==> src/rtl/shape_cmd_scheduler_if.sv <==
// Requester command/response and shape-processor SFR port bundle
// for the shape command scheduler.
interface shape_cmd_scheduler_if #(
    parameter int NUM_REQ = 4
);
    logic [NUM_REQ-1:0]   req_valid;
    logic [3*NUM_REQ-1:0] req_shape;
    logic [3*NUM_REQ-1:0] req_operation;
    logic [NUM_REQ-1:0]   req_ready;
    logic [NUM_REQ-1:0]   rsp_valid;
    logic                 rsp_accepted;
    logic                 sp_write;
    logic [31:0]          sp_write_data;
    logic                 sp_read;
    logic [31:0]          sp_read_data;

    modport master (
        input  req_valid, req_shape, req_operation, sp_read_data,
        output req_ready, rsp_valid, rsp_accepted,
        output sp_write, sp_write_data, sp_read
    );

    modport slave (
        output req_valid, req_shape, req_operation, sp_read_data,
        input  req_ready, rsp_valid, rsp_accepted,
        input  sp_write, sp_write_data, sp_read
    );
endinterface

==> src/rtl/shape_cmd_scheduler.sv <==
// Round-robin command scheduler owning the shape processor SFR ports.
// Define SHAPE_CMD_SCHED_READBACK_EN to verify each write by read-back.
module shape_cmd_scheduler #(
    parameter int         NUM_REQ   = 4,
    parameter int         SHAPE_LSB = 0,
    parameter int         OP_LSB    = 3,
    parameter logic [2:0] KEEP_CODE = 3'b111
) (
    input logic                    clk,
    input logic                    rst,
    shape_cmd_scheduler_if.master  bus
);
    localparam int PW = (NUM_REQ > 1) ? $clog2(NUM_REQ) : 1;

`ifdef SHAPE_CMD_SCHED_READBACK_EN
    typedef enum logic [2:0] {
        S_IDLE, S_WRITE, S_READ, S_CHECK, S_RESP
    } state_t;
`else
    typedef enum logic [1:0] {
        S_IDLE, S_WRITE, S_RESP
    } state_t;
`endif

    state_t        state_q, state_d;
    logic [PW-1:0] ptr_q, ptr_d;
    logic [PW-1:0] gnt_q, gnt_d;
    logic [2:0]    shape_q, shape_d;
    logic [2:0]    op_q, op_d;
    logic          acc_q, acc_d;

    logic          any_v;
    logic          hi_found;
    logic [PW-1:0] hi_idx;
    logic [PW-1:0] lo_idx;
    logic [PW-1:0] win_idx;
    logic          unused_rd;

    assign unused_rd = ^bus.sp_read_data;

    // Lowest valid index above the pointer wins, else lowest valid overall.
    always_comb begin
        any_v    = |bus.req_valid;
        hi_found = 1'b0;
        hi_idx   = '0;
        lo_idx   = '0;
        for (int i = NUM_REQ - 1; i >= 0; i--) begin
            if (bus.req_valid[i]) begin
                lo_idx = PW'(i);
                if (PW'(i) > ptr_q) begin
                    hi_found = 1'b1;
                    hi_idx   = PW'(i);
                end
            end
        end
        win_idx = hi_found ? hi_idx : lo_idx;
    end

    always_ff @(posedge clk) begin
        if (rst) begin
            state_q <= S_IDLE;
        end else begin
            state_q <= state_d;
        end
    end

    always_ff @(posedge clk) begin
        if (rst) begin
            ptr_q   <= PW'(NUM_REQ - 1);
            gnt_q   <= '0;
            shape_q <= '0;
            op_q    <= '0;
            acc_q   <= 1'b0;
        end else begin
            ptr_q   <= ptr_d;
            gnt_q   <= gnt_d;
            shape_q <= shape_d;
            op_q    <= op_d;
            acc_q   <= acc_d;
        end
    end

    always_comb begin
        state_d = state_q;
        ptr_d   = ptr_q;
        gnt_d   = gnt_q;
        shape_d = shape_q;
        op_d    = op_q;
        acc_d   = acc_q;
        unique case (state_q)
            S_IDLE: begin
                if (any_v) begin
                    state_d = S_WRITE;
                    ptr_d   = win_idx;
                    gnt_d   = win_idx;
                    shape_d = bus.req_shape[int'(win_idx)*3 +: 3];
                    op_d    = bus.req_operation[int'(win_idx)*3 +: 3];
                end
            end
`ifdef SHAPE_CMD_SCHED_READBACK_EN
            S_WRITE: state_d = S_READ;
            S_READ:  state_d = S_CHECK;
            S_CHECK: begin
                // KEEP fields are not compared: the processor leaves them as is.
                acc_d = ((shape_q == KEEP_CODE) ||
                         (bus.sp_read_data[SHAPE_LSB +: 3] == shape_q)) &&
                        ((op_q == KEEP_CODE) ||
                         (bus.sp_read_data[OP_LSB +: 3] == op_q));
                state_d = S_RESP;
            end
`else
            S_WRITE: begin
                acc_d   = 1'b1;
                state_d = S_RESP;
            end
`endif
            S_RESP:  state_d = S_IDLE;
            default: state_d = S_IDLE;
        endcase
    end

    always_comb begin
        bus.req_ready     = '0;
        bus.rsp_valid     = '0;
        bus.rsp_accepted  = 1'b0;
        bus.sp_write      = 1'b0;
        bus.sp_write_data = '0;
        bus.sp_read       = 1'b0;
        unique case (state_q)
            S_IDLE: begin
                if (any_v && !rst) begin
                    bus.req_ready[win_idx] = 1'b1;
                end
            end
            S_WRITE: begin
                bus.sp_write = 1'b1;
                bus.sp_write_data[SHAPE_LSB +: 3] = shape_q;
                bus.sp_write_data[OP_LSB +: 3]    = op_q;
            end
`ifdef SHAPE_CMD_SCHED_READBACK_EN
            S_READ:  bus.sp_read = 1'b1;
            S_CHECK: bus.sp_read = 1'b0;
`endif
            S_RESP: begin
                bus.rsp_valid[gnt_q] = 1'b1;
                bus.rsp_accepted     = acc_q;
            end
            default: bus.sp_write = 1'b0;
        endcase
    end
endmodule

==> src/flat_wrapper.sv <==
// flat-port wrapper written by rule: the top's interface ports become plain ports
module shape_cmd_scheduler_flat 
#(
    parameter int         NUM_REQ   = 4,
    parameter int         SHAPE_LSB = 0,
    parameter int         OP_LSB    = 3,
    parameter logic [2:0] KEEP_CODE = 3'b111
)
  (clk, rst, bus_req_valid, bus_req_shape, bus_req_operation, bus_sp_read_data, bus_req_ready, bus_rsp_valid, bus_rsp_accepted, bus_sp_write, bus_sp_write_data, bus_sp_read);
  shape_cmd_scheduler_if #(.NUM_REQ(NUM_REQ)) bus_i ();
  input logic clk;
  input logic rst;
  input wire logic [$bits(bus_i.req_valid)-1:0] bus_req_valid;
  input wire logic [$bits(bus_i.req_shape)-1:0] bus_req_shape;
  input wire logic [$bits(bus_i.req_operation)-1:0] bus_req_operation;
  input wire logic [$bits(bus_i.sp_read_data)-1:0] bus_sp_read_data;
  output wire logic [$bits(bus_i.req_ready)-1:0] bus_req_ready;
  output wire logic [$bits(bus_i.rsp_valid)-1:0] bus_rsp_valid;
  output wire logic [$bits(bus_i.rsp_accepted)-1:0] bus_rsp_accepted;
  output wire logic [$bits(bus_i.sp_write)-1:0] bus_sp_write;
  output wire logic [$bits(bus_i.sp_write_data)-1:0] bus_sp_write_data;
  output wire logic [$bits(bus_i.sp_read)-1:0] bus_sp_read;
  assign bus_i.req_valid = bus_req_valid;
  assign bus_i.req_shape = bus_req_shape;
  assign bus_i.req_operation = bus_req_operation;
  assign bus_i.sp_read_data = bus_sp_read_data;
  assign bus_req_ready = bus_i.req_ready;
  assign bus_rsp_valid = bus_i.rsp_valid;
  assign bus_rsp_accepted = bus_i.rsp_accepted;
  assign bus_sp_write = bus_i.sp_write;
  assign bus_sp_write_data = bus_i.sp_write_data;
  assign bus_sp_read = bus_i.sp_read;
  shape_cmd_scheduler #(.NUM_REQ(NUM_REQ), .SHAPE_LSB(SHAPE_LSB), .OP_LSB(OP_LSB), .KEEP_CODE(KEEP_CODE)) u_core (.clk(clk), .rst(rst), .bus(bus_i));
endmodule
==> config.mk <==
export PLATFORM = sky130hd
export DESIGN_NAME = shape_cmd_scheduler_flat
export DESIGN_NICKNAME = d
export VERILOG_FILES = /design/src/rtl/shape_cmd_scheduler_if.sv /design/src/rtl/shape_cmd_scheduler.sv /design/src/flat_wrapper.sv
export SDC_FILE = /design/constraint.sdc
export NUM_CORES = 1
export LEC_CHECK = 0
export BUFFER_PORTS_ARGS = -buffer_cell sky130_fd_sc_hd__buf_4
export CORE_UTILIZATION = 33
export CTS_BUF_LIST = sky130_fd_sc_hd__clkbuf_16
export CTS_CLUSTER_SIZE = 40
export DETAILED_ROUTE_END_ITERATION = 8
export HOLD_SLACK_MARGIN = 0.02
export PLACE_DENSITY = 0.77
export SLEW_MARGIN = 10
export SYNTH_ARGS = -nofsm -noshare
export SYNTH_HDL_FRONTEND = slang
export SYNTH_SLANG_ARGS = --single-unit
==> constraint.sdc <==
create_clock -name clk -period 1.4 [get_ports clk]
set_clock_uncertainty 0.1 [all_clocks]
set_input_delay 0.21 -clock clk [delete_from_list [all_inputs] [get_ports clk]]
set_output_delay 0.21 -clock clk [all_outputs]
set_load 0.005 [all_outputs]
==> results of run 1 <==
## placed cells by master, fill, tap and decap left out, types with 3 or more instances in the layout
cell type and instances:
nor2_1 13, nand2_1 4, and3_1 3, nor2b_4 3, a21oi_1 7, buf_4 70
dfxtp_1 9, and2_4 4, clkbuf_16 3, o21ai_0 8, buf_6 7, conb_1 27
dfxtp_4 4, inv_1 3, and2_1 10, a311oi_1 6, a32oi_2 5, nand2b_4 3
a21oi_2 3
## metal layers
metal / GRT usage / vias up / part of all wire
met5: 0 / - / 0
met4: 0.0864 / 0 / 0.024
met3: 0.0303 / 9 / 0.050
met2: 0.317 / 53 / 0.49
met1: 0.232 / 556 / 0.44
li1: - / 602 / -
## final cells by class
type	instances	area share
multi-input combinational	120	0.443
inverter	2	0.00402
clock buffer	3	0.0402
tap	44	0.0295
clock inverter	1	0.00201
sequential	13	0.147
timing repair buffer	78	0.334
## critical path: cells and delay by family, from the launching register on
| family | cells | cell delay (ns) |
|---|---|---|
| AO/OA/AOI/OAI | 1 | 0.33 |
| buffers and inverters | 1 | 0.13 |
| flip-flops | 1 | 0.36 |
| AND/OR/NAND/NOR | 2 | 0.30 |
## sequential cells by signal, summed over array words and instances, names as in the netlist
name            count
u_core.state_q      2
u_core.shape_q      3
u_core.ptr_q        2
u_core.acc_q        1
u_core.gnt_q        2
u_core.op_q         3
## cells by family after synthesis
group,after synthesis,synth area share
buf+inv,37,0.229
other cells,1,0.00342
simple gates,54,0.280
compound gates,39,0.250
flops,13,0.237
## per-stage QoR
| step | worst slack, ns | instances |
|---|---|---|
| final | -0.279 | 261 |
| after global placement | -0.189 | 247 |
| after CTS | -0.248 | 260 |
| after floorplan | 0.00249 | 170 |
| after global routing | -0.321 | 261 |
| after detailed placement | -0.224 | 247 |
## power groups by stage
stage	Clock, mW	Combinational, mW	Sequential (mW)
final	0.537	0.644	0.470
after global routing	0.563	0.704	0.477
after CTS	0.540	0.611	0.469
after detailed placement	0	0.479	0.465
after global placement	0	0.469	0.462
after floorplan	0	0.315	0.452
## repair_timing
| item | 4_1_cts | 5_1_grt |
|---|---|---|
| endpoints found under the setup margin | 24 | 22 |
| setup buffers | 9 | 3 |
| pin swaps | 23 | 11 |
| gates resized for setup | 33 | 13 |
| gates cloned | 0 | 0 |
## final timing paths
kind | to | from | slack [ns]
setup / recovery | bus_req_ready[3] | u_core.ptr_q[0] | -0.28
hold / removal | u_core.state_q[0] | rst | 0.06
hold reg to reg | u_core.acc_q | u_core.acc_q | 0.35
setup reg to reg | u_core.op_q[2] | u_core.ptr_q[0] | -0.21
==> impl_metrics.tcl, run 1 <==
set metrics [dict create \
    status "complete, but fails checks" \
    violations "setup timing" \
    synth_common_cells "buf_4, nor2_1, and2_1" \
    layout-drive-gt1-share 0.530 \
    nets 280 \
    die_y_um 59.7 \
    cts_buffer_depth 2 \
    setup_violations 16 \
    reg2regPathDepth 5 \
    yosysMostFrequentCell "buf_4" \
    io_buffers 45 \
    ys_top_cells_by_area "dfxtp_1, buf_4, and2_1" \
    first_global_vias 1125 \
    start_kind "flip-flop" \
    final_area_sq_um 1870 \
    start_util 0.354 \
    netlist.area_leader.share 0.237 \
    cp_slowest_stage_delay_ns 0.36 \
    syn_avg_cell_area_sq_um 7.62 \
    p_leak_nw 0.909 \
    drt_wl_total_um 3190 \
    worst_slack_ns -0.279 \
    clkSinkCount 13 \
    io_pins 105 \
    regArea_sq_um 275 \
    drcViolationCount 0 \
    required_ns 1.09 \
    final.min_clock_period_ns 1.68 \
    dieWidth_um 59.7 \
    p_int_mw 1.16 \
    syn2layout_area_growth_pct 70.4 \
    place.gp.congestion 0.828 \
    power_frac_comb 0.390 \
    synth_edf_count 0 \
    placed_area_sq_um 1520 \
    track_usage 0.188 \
    synthDistinctLibCells 34 \
    die-area_sq_um 3560 \
    p_seq_frac 0.285 \
    synth_top_area_cell "dfxtp_1" \
    insertion_delay_ns 0.24 \
    max_freq_mhz 596 \
    grt_max_degree 13 \
    ys_async_sr_fraction 0 \
    grt_pass1_wl_um 4960 \
    syn_inst 144 \
    ant_nets 0 \
    final_max_slew_viol_count 0 \
    grt-ovfl-total 0 \
    whs_ns 0.0588 \
    cts_buffers 3 \
    cts-root-buf "clkbuf_16" \
    maxCapViolations 0 \
    criticalPathCategory "reg -> out" \
    first_pass_iters 4 \
    num_vias 1220 \
    power.total_mw 1.65 \
    rsz0062_at_grt "true" \
    num-fill-cells 284 \
    avgRoutedWirePerCell_um 12.2 \
    crit_chain "nand2b_4 -> a221o_1 -> and3_1 -> buf_4" \
    peakVddDrop_v 0.000376 \
    ys_warn_count 0 \
    clockPowerShare 0.325 \
    finalCritPeriodShare 1.20 \
    antenna_cells 0 \
    cts_max_level 1 \
    worst_setup_path_end_kind "output port" \
    fin_setup_tns_ns -1.84 \
    hold_buffers 0 \
    cp_max_fo 6 \
    drt-initial-drc-count 40 \
    vias_per_cell 4.67 \
    ys.flop_type "dfxtp_1" \
    multi_input_area_sq_um 828 \
    final_core_util 0.602 \
    hpwlAfterDp_um 2270 \
    synth_area_sq_um 1100 \
    antenna_found_initial 0 \
    clk_pin_slew_worst_paths_ns 0.04 \
    seq_area_frac_synth 0.237 \
    synth-seq-cells 13 \
    hold_class "in -> reg" \
    whs_path_depth 2 \
    cp_slowest_cell "dfxtp_4" \
    swShare 0.298 \
    cts_tree "done" \
    pwr_density_cell_nw_per_um2 884 \
    core-area_sq_um 3100 \
    cp.arrival_ns 1.37 \
    finalHoldViolations 0 \
    rows 20 \
    p_switching_mw 0.492 \
]
(Power assumes the default switching activity.)
==> run 2: changes to the inputs <==
Settings changed: ABC_AREA set to 1, MAX_ROUTING_LAYER set to met4, PLACE_DENSITY 0.77 to 0.76.
==> run 2 against run 1 <==
  * The run still ends with setup timing left
  * Total power grew 10%
  * Synthesized cell count grew 24%
  * Worst hold slack gained 0.018 ns
  * Final cell count grew 11%
  * Critical path depth grew 5
  * Clock power is essentially flat
  * Setup slack gained 0.0043 ns
  * Die area grew 1.6%
  * Utilization shrank 1.8 points
  * Sequential cell count is the same
  * Routed wire length shrank 4.3%
  * Critical path type unchanged
==> impl_metrics.tcl, run 2 <==
set metrics [dict create \
    setup_violations 11 \
    pwr_density_cell_nw_per_um2 998 \
    cp_slowest_cell "dfxtp_4" \
    clkSinkCount 13 \
    dp_worst_setup_slack_ns -0.108 \
    start_util 0.357 \
    netlist.area_leader.share 0.233 \
    cts_tree "done" \
    worst_setup_path_end_kind "output port" \
    layout_commonest_cell "buf_4" \
    hpwlAfterDp_um 2230 \
    cts_buffer_depth 2 \
    syn2layout_area_growth_pct 63.7 \
    die_y_um 60.2 \
    first_global_vias 1089 \
    dieWidth_um 60.2 \
    max_freq_mhz 597 \
    clk_pin_slew_worst_paths_ns 0.04 \
    rows 20 \
    vias_per_cell 4.46 \
    grt-ovfl-total 0 \
    start_kind "flip-flop" \
    antenna_cells 0 \
    maxCapViolations 0 \
    layout-drive-gt1-share 0.504 \
    synth-seq-cells 13 \
    synth_common_cells "buf_4, nor2_1, nand2_1" \
    finalHoldViolations 0 \
    criticalPathCategory "reg -> out" \
    layout_common_cells "buf_4, conb_1, nand3_1, nand2_1, inv_1" \
    hold_buffers 0 \
    cts_max_level 1 \
    grt_pass1_wl_um 4490 \
    first_pass_iters 4 \
    crit_chain "inv_4 -> nand2_4 -> nand2_2 -> nor2_2 -> nand2_2 -> nand2_4 -> inv_4 -> nor3_4 -> buf_4" \
    final_area_sq_um 1830 \
    final_core_util 0.584 \
    drcViolationCount 0 \
    io_buffers 45 \
    die-area_sq_um 3620 \
    power.total_mw 1.82 \
    finalCritPeriodShare 1.20 \
    io_pins 105 \
    drt-initial-drc-count 43 \
    num_vias 1293 \
    synth_top_area_cell "dfxtp_1" \
    place.gp.congestion 0.841 \
    syn_inst 178 \
    ant_nets 0 \
    avgRoutedWirePerCell_um 10.5 \
    cts_buffers 3 \
    critPathTopFamily "simple AND/OR/NAND/NOR gates" \
    rsz0062_at_grt "true" \
    worst_slack_ns -0.274 \
    syn_avg_cell_area_sq_um 6.27 \
    ys_async_sr_fraction 0 \
    p_leak_nw 0.908 \
    synth_edf_count 0 \
    cp_slowest_stage_delay_ns 0.38 \
    synth_area_sq_um 1120 \
    core-area_sq_um 3130 \
    synthDistinctLibCells 20 \
    placed_area_sq_um 1490 \
    track_usage 0.173 \
    antenna_found_initial 0 \
    status "complete, but fails checks" \
    ys_top_cells_by_area "dfxtp_1, buf_4, nor2_1" \
    required_ns 1.09 \
    fin_setup_tns_ns -1.50 \
    peakVddDrop_v 0.000445 \
    ys.flop_type "dfxtp_1" \
    nets 309 \
    drt_wl_total_um 3050 \
    ys_warn_count 0 \
    cp_max_fo 5 \
    grt_max_degree 17 \
    final.min_clock_period_ns 1.67 \
    insertion_delay_ns 0.24 \
    seq_area_frac_synth 0.233 \
    cp.arrival_ns 1.36 \
    final_max_slew_viol_count 0 \
    violations "setup timing" \
    reg_top3 "u_core.op_q x3, u_core.shape_q x3" \
    critPathBufInv 3 \
    num-fill-cells 314 \
    hold_class "in -> reg" \
    cts-root-buf "clkbuf_16" \
]
[run 2: cell count changes after synthesis, moves of 6 or more]
cell / delta
a311oi_1: -6
a32oi_1: -6
and2_1: -14
inv_1: +17
nand2_1: +20
nand3_1: +20
nand4_1: +12
nor2_1: +12
nor3_1: +6
[run 2: area by class of cell]
class	count	area (sq um)	area share
clock inverters	1	3.75	0.00205
flip-flops and latches	13	268	0.147
clock buffers	3	75.1	0.0411
repair inverters	1	5.00	0.00274
inverters	22	93.8	0.0514
multi-input cells	139	783	0.429
repair buffers	67	543	0.297
well taps	44	55.1	0.0301
[run 2: timing repair]
| item | 4_1_cts | 5_1_grt |
|---|---|---|
| cloned | 0 | 1 |
| setup endpoints to repair | 16 | 22 |
| pin swaps | 10 | 9 |
| buffers inserted | 3 | 7 |
| resized for setup | 24 | 30 |
[run 2: kinds of logic after synthesis]
| kind of cell | count (synthesis) | synth area share |
|---|---|---|
| DFF | 13 | 0.233 |
| buffers and inverters | 52 | 0.275 |
| other | 1 | 0.00336 |
| AOI/OAI and AO/OA | 13 | 0.0661 |
| and+or+nand+nor | 99 | 0.423 |
[run 2: per-layer routing]
metal,share of wire,vias up,global-route usage
li1,-,659,-
met1,0.43,571,0.217
met2,0.49,58,0.276
met3,0.059,5,0.0130
met4,0.020,0,0.0897
met5,0,-,-
[run 2: stage by stage]
stage	hold WS, ns	std cells
2_1_floorplan	0.179	204
3_3_place_gp	0.320	276
3_5_place_dp	0.323	276
4_1_cts	0.0749	282
5_1_grt	0.0841	290
6_report	0.0769	290
[run 2: worst paths after layout]
check / startpoint / slack (ns) / cells past startpoint / end
worst max-delay path: u_core.ptr_q[1] / -0.27 / 9 / bus_req_ready[0]
worst min-delay path: rst / 0.08 / 2 / u_core.gnt_q[0]
worst max register to register: u_core.ptr_q[1] / -0.09 / 9 / u_core.op_q[0]
worst min register to register: u_core.acc_q / 0.35 / 2 / u_core.acc_q
[run 2: worst register-to-register path: cells and delay by family (launching register included)]
kind | cells | cell delay [ns]
simple gates | 8 | 0.77
buf+inv | 1 | 0.14
flops | 1 | 0.36
[run 2: where the power goes]
| group | total [mW] | switching, mW | internal [mW] |
|---|---|---|---|
| combinational | 0.817 | 0.431 | 0.386 |
| sequential | 0.471 | 0.0424 | 0.429 |
| clock | 0.534 | 0.157 | 0.377 |
